**src/rtl/bus_pkg.sv**
```systemverilog
// bus_pkg: shared FSM state, id-width helper and slave-id field position for bus_arbiter
package bus_pkg;
    typedef enum logic [1:0] {IDLE, ADDR, XFER, RELEASE} arb_state_e;
    // slave id occupies the top ID_W bits of the bus, offset down from the MSB by this many bits
    localparam int SLV_ID_OFS = 0;
    function automatic int id_w(input int n);
        return (n < 2) ? 1 : $clog2(n);
    endfunction
endpackage

```
**src/rtl/bus_arbiter_if.sv**
```systemverilog
// bus_arbiter_if: shared bus bundle; master = device side, slave = arbiter side
interface bus_arbiter_if import bus_pkg::*; #(
    parameter int NUM_DEVICES = 8,
    parameter int D_WIDTH = 32,
    parameter int C_WIDTH = 8
);
    localparam int ID_W = id_w(NUM_DEVICES);
    logic [NUM_DEVICES-1:0] req;
    logic [NUM_DEVICES*D_WIDTH-1:0] bus_in;
    logic [NUM_DEVICES*C_WIDTH-1:0] ctrl_in;
    logic [NUM_DEVICES-1:0] master_ack;
    logic [NUM_DEVICES-1:0] slave_en;
    logic [D_WIDTH-1:0] bus_out;
    logic [C_WIDTH-1:0] ctrl_out;
    logic [ID_W-1:0] grant_id;
    logic decode_err;
    logic timeout_err;
    modport master (
        output req, bus_in, ctrl_in,
        input master_ack, slave_en, bus_out, ctrl_out, grant_id, decode_err, timeout_err
    );
    modport slave (
        input req, bus_in, ctrl_in,
        output master_ack, slave_en, bus_out, ctrl_out, grant_id, decode_err, timeout_err
    );
endinterface

```
**src/rtl/bus_arbiter_picker.sv**
```systemverilog
// rr_priority_picker: round-robin winner search starting at last_grant+1, wrapping modulo NUM_DEVICES
module rr_priority_picker #(
    parameter int NUM_DEVICES = 8,
    parameter int ID_W = 3
) (
    input  logic [NUM_DEVICES-1:0] req,
    input  logic [ID_W-1:0]        last_grant,
    output logic [ID_W-1:0]        winner,
    output logic                   valid
);
    logic [ID_W-1:0] idx;
    // walk farthest-first so the nearest requester after last_grant overwrites last
    always_comb begin
        winner = '0;
        idx = '0;
        valid = |req;
        for (int i = NUM_DEVICES; i >= 1; i--) begin
            idx = ID_W'((int'(last_grant) + i) % NUM_DEVICES);
            if (req[idx]) winner = idx;
        end
    end
endmodule

```
**src/rtl/bus_arbiter.sv**
```systemverilog
// bus_arbiter: round-robin shared-bus arbiter with slave decode; optional grant timeout via BUS_ARB_TIMEOUT_EN
module bus_arbiter import bus_pkg::*; #(
    parameter int NUM_DEVICES = 8,
    parameter int D_WIDTH = 32,
    parameter int C_WIDTH = 8,
    parameter int TIMEOUT_CYCLES = 256
) (
    input logic clk,
    input logic reset_L,
    bus_arbiter_if.slave bus
);
    localparam int ID_W = id_w(NUM_DEVICES);
    arb_state_e st, st_n;
    logic [NUM_DEVICES-1:0] ack, ack_n, sen, sen_n;
    logic [ID_W-1:0] gid, gid_n, last, last_n, winner, slv_id;
    logic valid, derr, derr_n, owner_req;
    logic [D_WIDTH-1:0] bus_or;
    logic [C_WIDTH-1:0] ctrl_or;
`ifdef BUS_ARB_TIMEOUT_EN
    localparam int TW = $clog2(TIMEOUT_CYCLES + 1);
    logic [TW-1:0] timer, timer_n;
    logic terr, terr_n;
`endif

    rr_priority_picker #(.NUM_DEVICES(NUM_DEVICES), .ID_W(ID_W)) picker (
        .req(bus.req), .last_grant(last), .winner(winner), .valid(valid)
    );

    always_comb begin
        bus_or = '0;
        ctrl_or = '0;
        for (int i = 0; i < NUM_DEVICES; i++) begin
            bus_or = bus_or | bus.bus_in[i*D_WIDTH +: D_WIDTH];
            ctrl_or = ctrl_or | bus.ctrl_in[i*C_WIDTH +: C_WIDTH];
        end
    end

    assign slv_id = bus_or[D_WIDTH-1-SLV_ID_OFS -: ID_W];
    assign owner_req = bus.req[gid];

    always_comb begin
        st_n = st;
        ack_n = ack;
        sen_n = sen;
        gid_n = gid;
        last_n = last;
        derr_n = 1'b0;
        case (st)
            IDLE: if (valid) begin
                ack_n = NUM_DEVICES'(1) << winner;
                gid_n = winner;
                last_n = winner;
                st_n = ADDR;
            end
            ADDR: if (!owner_req) begin
                ack_n = '0;
                st_n = RELEASE;
            end else begin
                sen_n = (int'(slv_id) < NUM_DEVICES) ? NUM_DEVICES'(1) << slv_id : '0;
                derr_n = int'(slv_id) >= NUM_DEVICES;
                st_n = XFER;
            end
            XFER: if (!owner_req) begin
                ack_n = '0;
                sen_n = '0;
                st_n = RELEASE;
            end
            default: st_n = IDLE;
        endcase
`ifdef BUS_ARB_TIMEOUT_EN
        timer_n = (st == ADDR || st == XFER) ? timer + TW'(1) : '0;
        terr_n = 1'b0;
        // revocation wins over any decode or release decision made this cycle
        if ((st == ADDR || st == XFER) && timer == TW'(TIMEOUT_CYCLES - 1)) begin
            ack_n = '0;
            sen_n = '0;
            derr_n = 1'b0;
            terr_n = 1'b1;
            st_n = RELEASE;
        end
`endif
    end

    always_ff @(posedge clk or negedge reset_L) begin
        if (!reset_L) begin
            st <= IDLE;
            ack <= '0;
            sen <= '0;
            gid <= '0;
            last <= ID_W'(NUM_DEVICES - 1);
            derr <= 1'b0;
        end else begin
            st <= st_n;
            ack <= ack_n;
            sen <= sen_n;
            gid <= gid_n;
            last <= last_n;
            derr <= derr_n;
        end
    end

`ifdef BUS_ARB_TIMEOUT_EN
    always_ff @(posedge clk or negedge reset_L) begin
        if (!reset_L) begin
            timer <= '0;
            terr <= 1'b0;
        end else begin
            timer <= timer_n;
            terr <= terr_n;
        end
    end
    assign bus.timeout_err = terr;
`else
    assign bus.timeout_err = 1'b0;
`endif

    assign bus.master_ack = ack;
    assign bus.slave_en = sen;
    assign bus.grant_id = gid;
    assign bus.decode_err = derr;
    assign bus.bus_out = bus_or;
    assign bus.ctrl_out = ctrl_or;
endmodule

```
**src/flat_wrapper.sv**
```systemverilog
// flat-port wrapper written by rule: the top's interface ports become plain ports
module bus_arbiter_flat import bus_pkg::*;
#(
    parameter int NUM_DEVICES = 8,
    parameter int D_WIDTH = 32,
    parameter int C_WIDTH = 8,
    parameter int TIMEOUT_CYCLES = 256
)
  (clk, reset_L, bus_req, bus_bus_in, bus_ctrl_in, bus_master_ack, bus_slave_en, bus_bus_out, bus_ctrl_out, bus_grant_id, bus_decode_err, bus_timeout_err);
  bus_arbiter_if #(.NUM_DEVICES(NUM_DEVICES), .D_WIDTH(D_WIDTH), .C_WIDTH(C_WIDTH)) bus_i ();
  input logic clk;
  input logic reset_L;
  input wire logic [$bits(bus_i.req)-1:0] bus_req;
  input wire logic [$bits(bus_i.bus_in)-1:0] bus_bus_in;
  input wire logic [$bits(bus_i.ctrl_in)-1:0] bus_ctrl_in;
  output wire logic [$bits(bus_i.master_ack)-1:0] bus_master_ack;
  output wire logic [$bits(bus_i.slave_en)-1:0] bus_slave_en;
  output wire logic [$bits(bus_i.bus_out)-1:0] bus_bus_out;
  output wire logic [$bits(bus_i.ctrl_out)-1:0] bus_ctrl_out;
  output wire logic [$bits(bus_i.grant_id)-1:0] bus_grant_id;
  output wire logic [$bits(bus_i.decode_err)-1:0] bus_decode_err;
  output wire logic [$bits(bus_i.timeout_err)-1:0] bus_timeout_err;
  assign bus_i.req = bus_req;
  assign bus_i.bus_in = bus_bus_in;
  assign bus_i.ctrl_in = bus_ctrl_in;
  assign bus_master_ack = bus_i.master_ack;
  assign bus_slave_en = bus_i.slave_en;
  assign bus_bus_out = bus_i.bus_out;
  assign bus_ctrl_out = bus_i.ctrl_out;
  assign bus_grant_id = bus_i.grant_id;
  assign bus_decode_err = bus_i.decode_err;
  assign bus_timeout_err = bus_i.timeout_err;
  bus_arbiter #(.NUM_DEVICES(NUM_DEVICES), .D_WIDTH(D_WIDTH), .C_WIDTH(C_WIDTH), .TIMEOUT_CYCLES(TIMEOUT_CYCLES)) u_core (.clk(clk), .reset_L(reset_L), .bus(bus_i));
endmodule
```
**config.mk**
```make
export PLATFORM = sky130hd
export DESIGN_NAME = bus_arbiter_flat
export DESIGN_NICKNAME = d
export VERILOG_FILES = /design/src/rtl/bus_pkg.sv /design/src/rtl/bus_arbiter_if.sv /design/src/rtl/bus_arbiter_picker.sv /design/src/rtl/bus_arbiter.sv /design/src/flat_wrapper.sv
export SDC_FILE = /design/constraint.sdc
export NUM_CORES = 1
export LEC_CHECK = 0
export BUFFER_PORTS_ARGS = -buffer_cell sky130_fd_sc_hd__buf_2
export CORE_AREA = 2 2 151 153
export CTS_BUF_LIST = sky130_fd_sc_hd__clkbuf_4 sky130_fd_sc_hd__clkbuf_8
export DETAILED_ROUTE_END_ITERATION = 8
export DIE_AREA = 0 0 153 155
export HOLD_SLACK_MARGIN = 0.03
export SLEW_MARGIN = 20
export SYNTH_ARGS = -nofsm -noshare
export SYNTH_HDL_FRONTEND = slang
export SYNTH_SLANG_ARGS = --single-unit
```
**constraint.sdc**
```tcl
create_clock -name clk -period 6.4 [get_ports clk]
set_input_delay 0.64 -clock clk [delete_from_list [all_inputs] [get_ports clk]]
set_output_delay 0.64 -clock clk [all_outputs]
set_load 0.01 [all_outputs]
```
Word-level counts from Yosys, hierarchy flattened
Cells that the tools add are included.
{"block": "totals", "register_bits": 24, "inputBits": 330}
{"block": "op_classes", "addsub": 8, "order_cmp": 9, "n_eq_ne": 6, "n_shift": 2, "n_mux": 35, "n_bitwise": 14, "n_reduce_logical": 9}
{"cell": "$or 32x32->32", "count": 7}
{"cell": "$or 8x8->8", "count": 7}
{"cell": "$lt 3x4->1 const B", "count": 9}
{"cell": "$pmux 8 s2", "count": 2}
{"cell": "$bmux 1 s3", "count": 9}
{"cell": "$mux 3", "count": 8}
{"cell": "$mux 8", "count": 3}
{"cell": "$shl 1x3->8 const A", "count": 2}
{"cell": "$add 3x3->3 const B", "count": 4}
{"cell": "$mux 1", "count": 10}
{"cell": "$reduce_or 8->1", "count": 1}
{"cell": "$add 3x1->3 const B", "count": 2}
{"cell": "$add 3x2->3 const B", "count": 2}
{"cell": "$ne 2x2->1 const B", "count": 3}
{"cell": "$pmux 2 s3", "count": 1}
{"cell": "$reduce_and 3->1", "count": 2}
{"cell": "$mux 2", "count": 2}
{"cell": "$reduce_and 2->1", "count": 2}
{"cell": "$reduce_bool 2->1", "count": 2}
{"cell": "$eq 2x1->1 const B", "count": 1}
{"cell": "$eq 2x2->1 const B", "count": 1}
{"cell": "$logic_not 2->1", "count": 1}
{"cell": "$ne 2x1->1 const B", "count": 1}
{"cell": "$reduce_or 2->1", "count": 1}

Logic depth before layout (Yosys ltp)
{"block": "depth", "depth_word": 14, "ltp_mapped": 13, "depth_no_buf": 9}

Cells and area by module
A second synthesis with hierarchy kept.
{"block": "unflattened", "hier_cells": 331, "area_unflattened_um2": 2721.4}
{"mod": "bus_arbiter", "instances": 1, "cells_each": 232, "area_each_um2": 1900.6, "seq_area_each_um2": 604.3}
{"mod": "rr_priority_picker", "instances": 1, "cells_each": 99, "area_each_um2": 820.8, "seq_area_each_um2": 0.0}

Least setup slack after synthesis
No wires, ideal clock.
{"block": "synth_path", "path_type": "reg2reg", "start": "reg u_core.last[0]", "end": "reg u_core.ack[3], in the netlist u_core.bus.master_ack[3]", "arrival_time_ns": 3.094, "path_slack_ns": 3.184, "stages_incl_launch_ff": 13, "n_path_buf": 3, "cell_sequence": "dfstp_2 -> buf_6 -> clkbuf_8 -> inv_1 -> ha_1 -> clkbuf_8 -> mux4_1 -> mux2i_1 -> o21ai_1 -> a2111oi_0 -> a211o_2 -> nor3_1 -> a32o_1"}
{"block": "synth_between", "elab_chain_len": 14}
{"element": "start: declaration", "line": "bus_arbiter.sv:15", "rtl": "logic [ID_W-1:0] gid, gid_n, last, last_n, winner, slv_id;"}
{"element": "start signal: assignment", "line": "bus_arbiter.sv:90", "rtl": "last <= ID_W'(NUM_DEVICES - 1);"}
{"element": "start signal: assignment", "line": "bus_arbiter.sv:97", "rtl": "last <= last_n;"}
{"element": "$add 3x1->3", "line": "bus_arbiter_picker.sv:18", "rtl": "idx = ID_W'((int'(last_grant) + i) % NUM_DEVICES);"}
{"element": "$bmux 1 s3", "line": "bus_arbiter_picker.sv:19", "rtl": "if (req[idx]) winner = idx;"}
{"element": "$mux 1 (not written as such)", "line": "bus_arbiter_picker.sv:19"}
{"element": "$mux 3 (7 in a row)", "line": "bus_arbiter_picker.sv:19"}
{"element": "$mux 3 (*)", "line": "bus_arbiter_picker.sv:19"}
{"element": "$shl 1x3->8 (*)", "line": "bus_arbiter.sv:50", "rtl": "ack_n = NUM_DEVICES'(1) << winner;"}
{"element": "$mux 8 (*)", "line": "bus_arbiter.sv:49", "rtl": "IDLE: if (valid) begin"}
{"element": "$pmux 8 s2 (*)", "line": "bus_arbiter.sv:48", "rtl": "case (st)"}
{"element": "end signal: assignment", "line": "bus_arbiter.sv:94", "rtl": "ack <= ack_n;"}
{"element": "end: declaration", "line": "bus_arbiter.sv:14", "rtl": "logic [NUM_DEVICES-1:0] ack, ack_n, sen, sen_n;"}
Every way passes the cells marked *; elsewhere a longest branch is shown, timed or not. The select of a mux whose other input is x is not followed.
A chain may end at the register's enable or synchronous reset.

Final worst setup path
Ends and elaborated chain as after synthesis.

==> summary.txt <==
Global routing
  – Largest net degree at the start of global routing: 25
  – Vias in the first global route: approximately 3,800
  – GRT Util Overall: a little over a tenth
  – Total congestion overflow: 0
  – Antenna violations before repair: 3
  – First-pass GRT wire length: between 20,000 and 25,000 um

Timing
  – Setup Viol. Count Final: 0
  – Hold Vio Cnt, Final: 0
  – Worst Skew: roughly 0.0042 ns
  – RSZ-0062 raised after global routing: no
  – Final min period: between 3 and 4 ns
  – Hold WS: between 0.3 and 0.4 ns
  – Worst Tran Pin Value: around 0.62 ns
  – Total negative slack: 0 ns
  – Worst slew margin: 58.6%
  – Fmax: between 200 and 300 MHz
  – Period utilization: 56.6%
  – Final-report max-slew violation count: 0
  – Setup ws final: 2.78 ns

Logic synthesis
  – Post-synth EDFFs: 0
  – Syn_area_per_cell: ~8.4 um2
  – Number of synthesized register bits: 24
  – Post-Syn Instances: about 310
  – Synth top area share: about a fifth
  – Netlist cell types: 49
  – Ys async rst share: between 90% and 100%
  – Post-synthesis sequential area ratio: a little under a quarter
  – Leading post-synthesis cells by cell area: dfrtp_1 (20%), nor4_1 (20%), nand2_1 (10%), mux4_2 (6.0%), mux4_1 (5.0%)
  – Synth area leader: dfrtp_1
  – Main synth FF type: dfrtp_1
  – Synth warn: 0
  – Mapped cell area: about 0.0026 mm2

Detailed routing
  – DRT Pass-1 Iters: 5
  – Final WL: about 14,000 um
  – Routed length per instance: 14.4 um
  – Via count: 4,080
  – Post-route antenna net violation count: 0
  – Via/cell ratio: between 4 and 5
  – Residual DRC: 0
  – Initial DRC count: about 240

Power
  – Clock share of power: 9.3%
  – Sw Share: approximately 47%
  – Comb power frac: 71.5%
  – Sequential power share: around a fifth
  – Switching power: 0.000692 W
  – Worst ir drop on vdd: 0.257 mV
  – PD cells: 299 mW/mm2
  – Cell internal pwr: between 0.0007 and 0.0008 W
  – Static Leakage: around 2.4 nW

Die
  – Starting density of the core: roughly an eighth
  – # rows: 55
  – Core Box Area: around 0.022 mm2
  – Die W: roughly 150 um
  – Die area: roughly 0.024 mm2
  – Die Ht: 155 um
  – I/O Pins: between 300 and 400

Finish
  – Layout net count: approximately 1,000
  – Commonest non-fill, non-tap cell in the layout: buf_2
  – Layout cells sized above 1: 60.4%
  – Area growth syn-to-layout: 86.8%
  – Finished Core Util: 21.9%
  – Commonest non-fill, non-tap cells in the layout: buf_2 (388), nor4_1 (82), nand2_1 (71)
  – Design area: just under 0.005 mm2
  – Ant diodes: 0

Clocking
  – Post-CTS setup buffer count: 0
  – Post-CTS resize count: 0
  – Clock-pin slew on the worst setup and hold paths: roughly 0.090 ns
  – CTS root buf: clkbuf_8
  – Deepest clock path buffer count: 2
  – Cts hold-fix bufs: 0
  – CTS Buf Count: 3
  – Clock sink total: 24
  – Insertion delay to the later sink of the worst-skew pair: approximately 0.27 ns
  – Htree depth: 1
  – CTS tree: done

Place
  – Gp weighted congestion: 0.926
  – I/O Buffers: slightly below 400
  – Placed cell areas: 0.00480 mm2
  – Pre-CTS WS: 2.83 ns
  – DP Wirelength: 12,600 um

Worst setup path
  – WP data required: around 6.6 ns
  – Worst reg2reg startpoint: u_core.last[0]
  – Max Fanout on Critical Path: 17
  – R2R setup slack: about 2.8 ns
  – Worst setup path class: register to register
  – Critical Path End Type: register
  – Critical path launch point type: register
  – Reg2reg end: u_core.bus.master_ack[3]
  – Arrival time at the worst endpoint: ~3.8 ns
  – R2R depth: 9

Hold path
  – Worst hold path type: input pin to asynchronous set/reset pin

Run status
  – Status: completed

Flow run
  – Max_cap viols: 0
cell type report:
class	count	area, um2
clock inverters	1	30.0
multi-input cells	267	1860
repair buffers	389	1950
well taps	285	357
flip-flops and latches	24	604
inverters	11	41.3
fillers	2474	17300
clock buffers	3	41.3
worst max path at each step:
stage	start	end	slack, ns	cells after the start
after floorplan	u_core.last[0]	u_core.bus.master_ack[3]	3.18	12
after global placement	u_core.last[0]	u_core.bus.master_ack[3]	2.88	9
after detailed placement	u_core.last[0]	u_core.bus.master_ack[3]	2.83	9
after CTS	u_core.last[0]	u_core.bus.master_ack[3]	2.81	9
after global routing	u_core.last[0]	u_core.bus.master_ack[0]	2.43	9
final	u_core.last[0]	u_core.bus.master_ack[3]	2.78	9
power by group through the flow:
stage	Sequential, W	Combinational, W	Clock (W)
after floorplan	0.000251	0.000829	0
final	0.000280	0.00104	0.000135
after CTS	0.000281	0.00104	0.000137
after global routing	0.000291	0.00116	0.000143
after detailed placement	0.000283	0.00103	0
after global placement	0.000283	0.00102	0
metrics by stage:
stage | power [W] | instances
5_1_grt | 0.00160 | 980
4_1_cts | 0.00145 | 979
2_1_floorplan | 0.00108 | 313
3_5_place_dp | 0.00132 | 975
3_3_place_gp | 0.00131 | 975
6_report | 0.00146 | 980
cells in the mapped netlist, drive strengths merged (2+ instances only):
| library cell | count |
|---|---|
| nor4 | 82 |
| xnor2 | 2 |
| buf | 4 |
| or2 | 2 |
| and3 | 2 |
| nand2b | 2 |
| clkbuf | 7 |
| dfstp | 3 |
| nand2 | 71 |
| a21oi | 5 |
| o31ai | 11 |
| nand3 | 3 |
| a32o | 4 |
| nor2 | 10 |
| inv | 11 |
| o41ai | 2 |
| mux4 | 12 |
| o21ai | 9 |
| mux2 | 8 |
| dfrtp | 21 |
| a21o | 2 |
| a22oi | 3 |
| mux2i | 5 |
| ha | 6 |
| nor3 | 3 |
| and4 | 2 |
| o211ai | 3 |
| a22o | 2 |
sequential cells by signal (all words and copies together) (netlist names):
register               flops
u_core.bus.slave_en        8
u_core.last                3
u_core.st                  2
u_core.bus.grant_id        3
u_core.bus.master_ack      8
critical path, cell delays in order (launching register included):
cell and delay (ns):
dfstp_2 0.76, inv_1 0.14, ha_1 0.53, mux4_1 0.71, mux2i_1 0.30, o21ai_1 0.12, a2111oi_0 0.40, a211o_2 0.22
nor3_1 0.07, a32o_1 0.27
metal layers:
| layer | part of all wire (%) | global-route usage (%) | wire (um) | up-vias |
|---|---|---|---|---|
| met1 | 41 | 13.5 | 5730 | 1821 |
| met4 | 0.76 | 1.50 | 107 | 0 |
| met2 | 47 | 18.8 | 6690 | 243 |
| met3 | 11 | 3.18 | 1600 | 8 |
| met5 | 0 | 0 | 0 | - |
| li1 | - | - | - | 2008 |
logic make-up (layout without fill, tap and decap cells):
family / after synthesis / in the layout / synth area share [%]
compound gates: 51 / 51 / 14.9
mux: 25 / 25 / 16.4
other cells: 1 / 2 / 0.144
fa+ha+maj: 6 / 6 / 2.87
flops: 24 / 24 / 23.1
buf+inv: 22 / 404 / 5.94
simple gates: 180 / 180 / 35.5
xor+xnor: 3 / 3 / 1.01
Note: power is estimated with default switching activity, not from simulation.
